**config.mk**
```make
export PLATFORM = sky130hd
export DESIGN_NAME = alu_sequencer
export DESIGN_NICKNAME = d
export VERILOG_FILES = /design/src/rtl/seq_pkg.sv /design/src/rtl/seq_decode.sv /design/src/rtl/alu_sequencer.sv
export SDC_FILE = /design/constraint.sdc
export NUM_CORES = 1
export LEC_CHECK = 0
export CAP_MARGIN = 20
export CORE_MARGIN = 2
export CORE_UTILIZATION = 29
export DETAILED_ROUTE_END_ITERATION = 10
export PLACE_DENSITY = 0.77
export SKIP_LAST_GASP = 1
export SLEW_MARGIN = 20
export SYNTH_ARGS = -nofsm -noshare
export SYNTH_HDL_FRONTEND = slang
export SYNTH_SLANG_ARGS = --single-unit
```
**constraint.sdc**
```tcl
create_clock -name clock -period 2.4 [get_ports clock]
set_input_delay 0.48 -clock clock [delete_from_list [all_inputs] [get_ports clock]]
set_output_delay 0.48 -clock clock [all_outputs]
set_load 0.01 [all_outputs]
```
**src/rtl/seq_pkg.sv**
```systemverilog
// Shared types and constants for the hardwired instruction sequencer and its
// companion control blocks: T-state encoding, opcode classes, IR field layout.
package seq_pkg;

    typedef enum logic [2:0] {
        IDLE, T0, T1, T2, T3, T4, T5, T6
    } state_t;

    typedef enum logic [1:0] {
        CLS_RRR, CLS_HILO, CLS_RR, CLS_ILL
    } cls_t;

    localparam logic [4:0] OP_ADD  = 5'd3;
    localparam logic [4:0] OP_SUB  = 5'd4;
    localparam logic [4:0] OP_AND  = 5'd5;
    localparam logic [4:0] OP_OR   = 5'd6;
    localparam logic [4:0] OP_ROR  = 5'd7;
    localparam logic [4:0] OP_ROL  = 5'd8;
    localparam logic [4:0] OP_SHR  = 5'd9;
    localparam logic [4:0] OP_SHRA = 5'd10;
    localparam logic [4:0] OP_SHL  = 5'd11;
    localparam logic [4:0] OP_MUL  = 5'd15;
    localparam logic [4:0] OP_DIV  = 5'd16;
    localparam logic [4:0] OP_NEG  = 5'd17;
    localparam logic [4:0] OP_NOT  = 5'd18;

    localparam int OPC_MSB = 31;
    localparam int OPC_LSB = 27;
    localparam int RA_MSB  = 26;
    localparam int RA_LSB  = 23;
    localparam int RB_MSB  = 22;
    localparam int RB_LSB  = 19;
    localparam int RC_MSB  = 18;
    localparam int RC_LSB  = 15;

endpackage

```
**src/rtl/seq_decode.sv**
```systemverilog
// Combinational opcode decoder: IR contents to opcode class and ALU function.
// Unsupported opcodes map to CLS_ILL with alu_op forced to 0.
module seq_decode
    import seq_pkg::*;
(
    input  logic [31:0] ir,
    output cls_t        cls,
    output logic [4:0]  alu_op
);

    logic [4:0]  opcode;
    logic [26:0] unused_fields;

    assign opcode = ir[OPC_MSB:OPC_LSB];
    // Register selects are decoded in the DataPath; only the opcode matters here.
    assign unused_fields = {ir[RA_MSB:RA_LSB], ir[RB_MSB:RB_LSB],
                            ir[RC_MSB:RC_LSB], ir[RC_LSB-1:0]};

    always_comb begin
        case (opcode)
            OP_ADD, OP_SUB, OP_AND, OP_OR, OP_ROR,
            OP_ROL, OP_SHR, OP_SHRA, OP_SHL: cls = CLS_RRR;
            OP_MUL, OP_DIV:                  cls = CLS_HILO;
            OP_NEG, OP_NOT:                  cls = CLS_RR;
            default:                         cls = CLS_ILL;
        endcase
    end

    assign alu_op = (cls == CLS_ILL) ? 5'd0 : opcode;

endmodule

```
**src/rtl/alu_sequencer.sv**
```systemverilog
// Fetch/execute control sequencer for register-format ALU instructions.
// Define SEQ_MEM_WAIT_EN to make T1 stall until mem_ready.
module alu_sequencer
    import seq_pkg::*;
(
    input  logic        clock,
    input  logic        clear,
    input  logic        start,
    input  logic [31:0] ir,
    input  logic        mem_ready,
    output logic        pc_out,
    output logic        mar_in,
    output logic        inc_pc,
    output logic        z_in,
    output logic        zlo_out,
    output logic        zhi_out,
    output logic        pc_in,
    output logic        read,
    output logic        mdr_in,
    output logic        mdr_out,
    output logic        ir_in,
    output logic        y_in,
    output logic        hi_in,
    output logic        lo_in,
    output logic        gra,
    output logic        grb,
    output logic        grc,
    output logic        r_in,
    output logic        r_out,
    output logic [4:0]  alu_op,
    output logic        busy,
    output logic        done,
    output logic        illegal
);

    state_t     state, state_nxt;
    cls_t       cls;
    logic [4:0] dec_op;
    logic       t1_exit;

    seq_decode u_decode (
        .ir     (ir),
        .cls    (cls),
        .alu_op (dec_op)
    );

`ifdef SEQ_MEM_WAIT_EN
    assign t1_exit = mem_ready;
`else
    logic unused_mem_ready;
    assign unused_mem_ready = mem_ready;
    assign t1_exit = 1'b1;
`endif

    // NOTE: state uses non-blocking assignment so every flop samples pre-edge values.
    always_ff @(posedge clock or negedge clear) begin
        if (!clear) state <= IDLE;
        else        state <= state_nxt;
    end

    // The final T-state doubles as the instruction boundary, so a held start
    // chains straight into the next fetch without an IDLE gap.
    always_comb begin
        // NOTE: default first so no path through the case leaves state_nxt unassigned (no latch).
        state_nxt = state;
        case (state)
            IDLE: if (start) state_nxt = T0;
            T0:   state_nxt = T1;
            T1:   if (t1_exit) state_nxt = T2;
            T2:   state_nxt = T3;
            T3:   state_nxt = (cls == CLS_ILL) ? IDLE : T4;
            T4:   if (cls == CLS_RR)        state_nxt = start ? T0 : IDLE;
                  else                      state_nxt = T5;
            T5:   if (cls == CLS_HILO)      state_nxt = T6;
                  else if (cls == CLS_RRR)  state_nxt = start ? T0 : IDLE;
                  else                      state_nxt = IDLE;
            T6:   state_nxt = start ? T0 : IDLE;
            default: state_nxt = IDLE;
        endcase
    end

    always_comb begin
        {pc_out, mar_in, inc_pc, z_in, zlo_out, zhi_out, pc_in, read, mdr_in,
         mdr_out, ir_in, y_in, hi_in, lo_in, gra, grb, grc, r_in, r_out,
         done, illegal} = '0;
        alu_op = 5'd0;
        busy   = (state != IDLE);
        case (state)
            T0: {pc_out, mar_in, inc_pc, z_in} = 4'b1111;
            T1: begin
                read    = 1'b1;
                mdr_in  = 1'b1;
                zlo_out = t1_exit;
                pc_in   = t1_exit;
            end
            T2: {mdr_out, ir_in} = 2'b11;
            T3: begin
                if (cls == CLS_ILL) begin
                    illegal = 1'b1;
                end else begin
                    grb   = 1'b1;
                    r_out = 1'b1;
                    if (cls == CLS_RR) begin
                        z_in   = 1'b1;
                        alu_op = dec_op;
                    end else begin
                        y_in = 1'b1;
                    end
                end
            end
            T4: begin
                if (cls == CLS_RR) begin
                    {zlo_out, gra, r_in, done} = 4'b1111;
                end else if (cls != CLS_ILL) begin
                    {grc, r_out, z_in} = 3'b111;
                    alu_op = dec_op;
                end
            end
            T5: begin
                if (cls == CLS_RRR)       {zlo_out, gra, r_in, done} = 4'b1111;
                else if (cls == CLS_HILO) {zlo_out, lo_in} = 2'b11;
            end
            T6: {zhi_out, hi_in, done} = 3'b111;
            default: ;
        endcase
    end

endmodule

```
==> metrics.md <==
| Metric | Value |
|---|---|
| Routed Antenna Nets | 0 |
| Largest reg by FF count | state |
| Synth area leaders | dfrtp_1 12%, nor2_1 9.2%, buf_4 8.6% |
| # diodes | 0 |
| WP buf/inv | 4 |
| Half-perimeter wire length after placement | 1.41 mm |
| Vert. Die Dim | 50.0 um |
| Initial antenna violation count | 0 |
| Area growth, synth to finish | 63.7% |
| Routability cong. | 0.854 |
| Post-Place Worst Slack | -741 ps |
| DR pass1 iterations | 5 |
| Die Area | 2500 um^2 |
| Cell mode on critical path | buf_4 |
| Synthesized cell area | 613 um^2 |
| Clk_lat worst skew | 240 ps |
| Seq cells post-synth | 3 |
| Clock transition at path regs | 40 ps |
| Switching pwr | 0.442 mW |
| Largest register FFs | 3 |
| Share of layout cells above drive strength 1 | 38.3% |
| Post-synth top cells | 15 x nor2_1, 10 x nand2_1, 7 x buf_4, 7 x inv_1 |
| Site Rows | 16 |
| Placed insts | 152 |
| Port Buf Inserts | 34 |
| Leakage | 0.496 nW |
| DRC viols | 0 |
| CTS tree | yes |
| Vias per cell | 5.11 |
| First-pass GRT wire length | 3.14 mm |
| Asr flop ratio synth | 100% |
| Reg power frac | 12.1% |
| Reg2Reg Depth | 5 |
| Area leader, netlist | dfrtp_1 |
| Synth Instances | 94 |
| Avg WL per Cell | 12.1 um |
| Pwr per Cell Area | 892 nW/um^2 |
| Delay-heaviest family, CP | simple AND/OR/NAND/NOR gates |
| Period utilisation layout | 97.1% |
| EDFF count, synth | 0 |
| Max FO, Critical Path | 4 |
| Max cap viols | 0 |
| Crit path time final | 2330 ps |
| CP Data Arrival Time | 1850 ps |
| Syn avg cell area | 6.52 um^2 |
| Comb power frac | 77.8% |
| Peak supply drop | 400 uV |
| Final slew viol count | 0 |
| Starting density of the core | 30.9% |
| WHS | 428 ps |
| Clk pwr share | 10.1% |
| CP Capture Type | output port |
| Yosys top cell area share | 12.2% |
| Startpoint Class | primary input |
| Worst Skew | 3.29 ps |
| Clock root cell | clkbuf_4 |
| Vias | 818 |
| Worst setup path category | primary input to output port |
| Vias in the first global route | 739 |
| Net Count, Synth | 132 |
| GR Overflow Total | 0 |
| Util after Layout | 50.6% |
| Core footprint | 1980 um^2 |
| Seq/Total Area, Yosys | 12.2% |
| Status | finished, final reports clean |
| Internal power | 0.454 mW |
| Top-Level Pins | 63 |
| Fin worst setup slack | 69.2 ps |
| CTS Buf Count | 3 |
| Number of cells on the critical path | 10 |
| Drt total wl | 1.94 mm |
| Largest net degree at the start of global routing | 14 |
| Sink Count | 3 |
| Global Route Usage Sum | 15.7% |
| Peak Freq | 429 MHz |
| Most common cell in the netlist | nor2_1 |
| Slowest stage cell, crit path | ha_2 |
| Final setup viols | 0 |
| Critical path data required time | 1920 ps |
| Max H-tree Level | 1 |
| Worst hold path type | primary input to async pin |
| Switching share of power | 49.3% |
| Relative slew margins | 78.1% |
| Crit-path max cell delay | 290 ps |
| Die W | 50.0 um |
| Warnings from Yosys | 0 |
| Non-Filler Instances | 160 |
| Ys flop type | dfrtp_1 |
| Post-synth cell types | 37 |
| Crit path cell chain | buf_4, inv_2, ha_2, and4bb_1, nand2b_1, buf_4, a21oi_1, a31oi_2, nor2_1, buf_2 |
| Clock Tree Buf Depth | 2 |
| Final Hold Fails | 0 |
| Largest registers | state x3 |
| Final #Nets | 172 |
| Post-CTS Hold Fix Bufs | 0 |
| Least-Margin Pin Slew | 327 ps |
| Iter 0 DRT Violations | 22 |
[layout by cell type (no fill, tap or decap), types with 2 or more instances in the layout]
master and n:
and3_1 2, nand2_1 10, buf_6 3, nor2_1 14, buf_4 13, inv_1 6, clkdlybuf4s50_1 13, and4bb_1 2
buf_2 10, clkbuf_2 5, o21ai_0 3, nor3_1 3, a31oi_1 3, nand3_1 3, a21oi_2 4, clkdlybuf4s15_1 2
dlygate4sd2_1 2, a21oi_1 2, dfrtp_1 3, clkbuf_4 3
[cells by family (layout without fill, tap and decap cells)]
logic type | after synthesis | in the layout | synth area share (%)
buffers and inverters | 21 | 60 | 19.8
AND/OR/NAND/NOR | 45 | 45 | 38.0
multiplexers | 1 | 1 | 1.63
adder cells (fa/ha/maj) | 2 | 2 | 4.08
AO/OA/AOI/OAI | 22 | 22 | 24.3
flip-flops | 3 | 3 | 12.2
[area by class of cell]
cell class | instances | area (um^2)
clock buffers | 4 | 26.3
multi-input cells | 70 | 464
well taps | 27 | 33.8
fillers | 186 | 978
flip-flops and latches | 3 | 75.1
inverters | 8 | 30.0
repair buffers | 48 | 374
[stage by stage]
stage | cell area (um^2) | setup TNS (ps) | power [mW]
6_report | 1000 | 0 | 0.895
5_1_grt | 1000 | -16.2 | 0.967
4_1_cts | 997 | 0 | 0.882
3_5_place_dp | 971 | -10400 | 0.797
3_3_place_gp | 971 | -9620 | 0.786
2_1_floorplan | 613 | 0 | 0.532
[worst paths after layout]
path                               start        to  slack (ps)
worst max-delay path              ir[27]      done          70
worst min-delay path               clear  state[0]         430
worst max register to register  state[1]  state[2]        1030
worst min register to register  state[0]  state[1]         710
max in group asynchronous          clear  state[2]        1820
min in group clock              state[0]  state[1]         710
[power by group through the flow]
stage          registers [mW]  logic, mW  clock network, mW
5_1_grt                 0.114      0.754             0.0982
3_5_place_dp            0.106      0.691                  0
2_1_floorplan          0.0915      0.440                  0
6_report                0.108      0.697             0.0902
3_3_place_gp            0.105      0.681                  0
4_1_cts                 0.106      0.681             0.0951
[per-layer routing]
layer | GRT usage [%] | wire length [um] | up-vias
met5 | 0 | 0 | -
met4 | 4.63 | 8 | 0
met3 | 3.64 | 134 | 2
met2 | 28.7 | 993 | 50
met1 | 17.8 | 804 | 368
li1 | - | - | 398
[what timing repair did]
| action | in CTS | in global routing |
|---|---|---|
| resized for setup | 69 | 15 |
| hold endpoints to repair | 0 | 0 |
| setup endpoints to repair | 16 | 10 |
| pin swaps | 9 | 3 |
| setup buffers | 4 | 0 |
Note: power is estimated with default switching activity, not from simulation.
==> variant 1, RTL diff (config.mk and constraints unchanged) <==
The 8 states of `state_t` get a Gray code encoding in 3 bits.
--- a/src/rtl/seq_pkg.sv
+++ b/src/rtl/seq_pkg.sv
@@ -5,3 +5,3 @@
     typedef enum logic [2:0] {
-        IDLE, T0, T1, T2, T3, T4, T5, T6
+        IDLE = 3'b000, T0 = 3'b001, T1 = 3'b011, T2 = 3'b010, T3 = 3'b110, T4 = 3'b111, T5 = 3'b101, T6 = 3'b100
     } state_t;
Check against the original RTL: no difference found for any inputs over 10 cycles, from zero or initial values; not proved beyond that.
==> variant 1 against the unedited design <==
- die area decreased by 6.0%
- total power down 2.8%
- wire length rose by 2.8%
- sequential cell count stayed put
- final area up 9.1%
- core utilization grew 6.9 points
- critical path depth down 1
- count of clock-buffer cells in the layout stayed put
- sequential power is 13% higher
- setup slack worse by 0.0034 ns
- sequential share of layout area shrank 0.62 points
- combinational power shrank 5.0%
- area after synthesis down 6.5%
- register-to-register slack worse by 0.05 ns
==> variant 1: results (changes against the unedited design) <==
- Synth Instances: 81 (-14%)
- Crit path to: r_in
- FILL cells: 187 (+0.54%)
- DRT Pass-1 Iters: 4 (-1)
- Outcome: finished, final reports clean
- GP Congestion: 0.8259 (-3.3%)
- Synth top area cells: dfrtp_1 (13%), buf_4 (9.2%), and2_1 (6.6%)
- Via Count: 763 (-6.7%)
- Syn_nets: 119 (-9.8%)
- Post-synth top cells: nor2_1 (8), buf_4 (7), and2_1 (6)
- R2r endpoint: state[0]
- Post-placement cell area: 1012 um^2 (+4.3%)
- CP Launch Point: ir[28]
- Nets: 166 (-3.5%)
- R2r startpoint: state[2]
- Maximum vdd drop: 0.8184 mV (+100%)
- Initial drt markers: 7 (-68%)
- M3 GR Usage: 3.086% (-0.55 points)
- Met3 wire length: 95 um (-29%)
- Avg WL per Cell: 12.95 um (+6.8%)
- LEAKAGE: 0.4954 nW (about the same)
- Metal1 wirelength: 794 um (-1.2%)
- CP max-delay cell: a211o_4
- Worst reg-to-reg setup slack: 0.98 ns (-0.05 ns)
- Post-synthesis mux area share: 0% (-1.6 points)
- Share of cells above drive strength 1: 48.03% (+9.7 points)
- Inst Count DP: 147 (-3.3%)
- Post-synthesis compound-gate area fraction: 27.95% (+3.7 points)
- Top delay family on crit path: compound AO/OA/AOI/OAI gates
-- variant 1: cell types whose count changed after synthesis, moves of 4 or more --
cell      change
nand2_1       -6
nor2_1        -7
and2_1        +6
a31oi_1       -4
nand2b_1      +4
nand3_1       -4
-- variant 1: layout make-up --
type                       count  area [um^2]  share of cell area (%)
tap                           27        33.78                   3.086
inverter                       4        15.01                   1.371
timing repair buffer          53        432.9                   39.54
multi-input combinational     63        511.7                   46.74
clock buffer                   4        26.28                   2.400
sequential                     3        75.07                   6.857
-- variant 1: what timing repair did --
action,in CTS,in global routing
resized for setup,80,14
setup endpoints to repair,16,18
cloned,0,0
buffers inserted,1,2
pin swaps,6,4
-- variant 1: through the flow --
stage	util [%]	worst slack (ns)	hold WS, ns
CTS	57.96	0.003302	0.4181
detailed placement	53.22	-0.8407	0.5832
floorplan	-	0.03929	0.1844
global placement	53.22	-0.8043	0.5772
global route	57.57	-0.0002800	0.4229
finish	57.57	0.06575	0.4267
==> variant 2, RTL diff (same settings) <==
Without the edit above. Build with the macro `SEQ_MEM_WAIT_EN` defined.
--- a/src/rtl/alu_sequencer.sv
+++ b/src/rtl/alu_sequencer.sv
@@ -2,2 +2,4 @@
 // Define SEQ_MEM_WAIT_EN to make T1 stall until mem_ready.
+`define SEQ_MEM_WAIT_EN
+
 module alu_sequencer
Function: changed (Yosys sat finds a counterexample within 4 cycles, from zero or initial values).
==> variant 2 against the unedited design <==
- the flow now finishes with violations (setup timing)
- total power up 13%
- area after synthesis rose by 3.7%
- maximum frequency down 5.3%
- setup slack got worse by 0.13 ns
- wire length grew 35%
- final area grew 27%
- first-iteration DRC count down 23%
- sequential cell count is the same
- cell count rose by 12%
==> variant 2: results (changes against the unedited design) <==
- Post-synthesis mux area share: 4.921% (+3.3 points)
- Sequential share of the synthesized area: 11.81% (-0.43 points)
- Synthesis Warnings: 0 (unchanged)
- Inst Count DP: 161 (+5.9%)
- DP HPWL: 1730 um (+23%)
- DRT Pass-1 Iters: 4 (-1)
- Antenna violations before repair: 0 (unchanged)
- FILL cells: 162 (-13%)
- LEAKAGE: 0.6274 nW (+27%)
- Worst reg-to-reg setup slack: 0.89 ns (-0.14 ns)
- Fin worst setup slack: -0.06030 ns (-0.1295 ns)
- CP max stage delay: 0.24 ns (-0.05 ns)
- Nets: 191 (+11%)
- Largest net degree at the start of global routing: 14 (unchanged)
- CP endpoint kind: primary output
- Outcome: finished, violations left
- R2r endpoint: state[0]
- Post-synthesis compound-gate area fraction: 28.74% (+4.5 points)
- Share of cells above drive strength 1: 52.63% (+14 points)
- Synth Instances: 89 (-5.3%)
- R2r startpoint: state[0]
- Crit path to: gra
- Violated checks: setup timing
- Synth top area cells: dfrtp_1 (12%), buf_4 (7.1%), nor2_1 (6.5%)
- Syn_nets: 127 (-3.8%)
- Post-synthesis share of cell area spent on full adders, half adders and majority gates: 3.937% (-0.14 points)
- # setup viols final: 5 (+5)
- Routed Wire Length: 2612 um (+35%)
- Comb pwr: 797 uW (+14%)
- CTS Root Cell: clkbuf_4
- Vias in the first global route: 879 (+19%)
- IO Port Bufs: 35 (+2.9%)
- M3 GR Usage: 3.509% (-0.13 points)
- GR Util met1: 24.06% (+6.3 points)
- Met2 Track Usage GR: 40.57% (+12 points)
- Grt peak-use layer: met2
- Final Skew: 0.001611 ns (-0.001679 ns)
- Initial drt markers: 17 (-23%)
- Clock share of power: 8.7% (-1.4 points)
- Switching power: 465.0 uW (+5.3%)
- Maximum vdd drop: 0.6598 mV (+65%)
- Post-synth top cells: nor2_1 (11), nand2_1 (7), and2_1 (6), buf_4 (6), inv_1 (5)
- Largest registers: state x3
- Main synth FF type: dfrtp_1
- Global Route Usage Sum: 21.68% (+6.0 points)
- Vias per cell: 5.263 (+2.9%)
- Cell variety after synth: 43 (+16%)
- Via Count: 942 (+15%)
- Tightest Pin Transition: 0.3851 ns (+0.05759 ns)
- Cells on worst reg2reg path: 6 (+1)
- Hold Path Class: in -> async
- First-pass GRT wire length: 4222 um (+35%)
- CP Launch Point: ir[27]
- GP Congestion: 0.8966 (+5.0%)
- CP max-delay cell: ha_1
- Data arrival, critical path: 1.98 ns (+0.13 ns)
## variant 2: cell count changes after synthesis, moves of 3 or more
cell and delta:
nor2_1 -4, and2_1 +6, a31oi_1 -3, nand2_1 -3
## variant 2: cell type report
cell class | count | area, um^2 | share of cell area (%)
multi-input cells | 69 | 554.3 | 43.47
flip-flops and latches | 3 | 75.07 | 5.888
well taps | 27 | 33.78 | 2.650
inverters | 6 | 27.53 | 2.159
repair buffers | 70 | 558.0 | 43.77
clock buffers | 4 | 26.28 | 2.061
## variant 2: routing by layer
metal | part of all wire (%) | vias up
li1 | - | 445
met1 | 40 | 447
met2 | 52 | 43
met3 | 5.7 | 7
met4 | 1.7 | 0
met5 | 0 | -
## variant 2: metrics by stage
step	total power [mW]	setup TNS [ns]	hold slack, ns	instance area, um^2	worst slack, ns
after floorplan	0.5443	0	0.1844	635.6	0.04798
after global placement	0.8612	-12.66	0.6309	1105	-0.8400
after detailed placement	0.8790	-14.44	0.6417	1105	-1.002
after CTS	0.9869	-0.09750	0.4198	1262	-0.05998
after global routing	1.087	-0.5208	0.4238	1275	-0.1266
final	1.008	-0.2122	0.4277	1275	-0.06030
## variant 2: logic make-up (layout without fill, tap and decap cells)
logic type      count (synthesis)  count (layout)
buf+inv                        17              80
flops                           3               3
simple gates                   42              42
fa+ha+maj                       2               2
compound gates                 22              22
mux                             3               3
## variant 2: repair_timing
| action | 4_1_cts | 5_1_grt |
|---|---|---|
| pin swaps | 11 | 6 |
| hold buffers | 0 | 0 |
| endpoints found under the setup margin | 16 | 16 |
| buffers inserted | 9 | 5 |
| resized for setup | 83 | 20 |
## variant 2: critical path, delay by kind of cell
kind,cells,cell delay [ns]
buffers and inverters,3,0.48
and+or+nand+nor,2,0.37
adders and majority gates,1,0.24
muxes,1,0.23
AOI/OAI and AO/OA,1,0.18
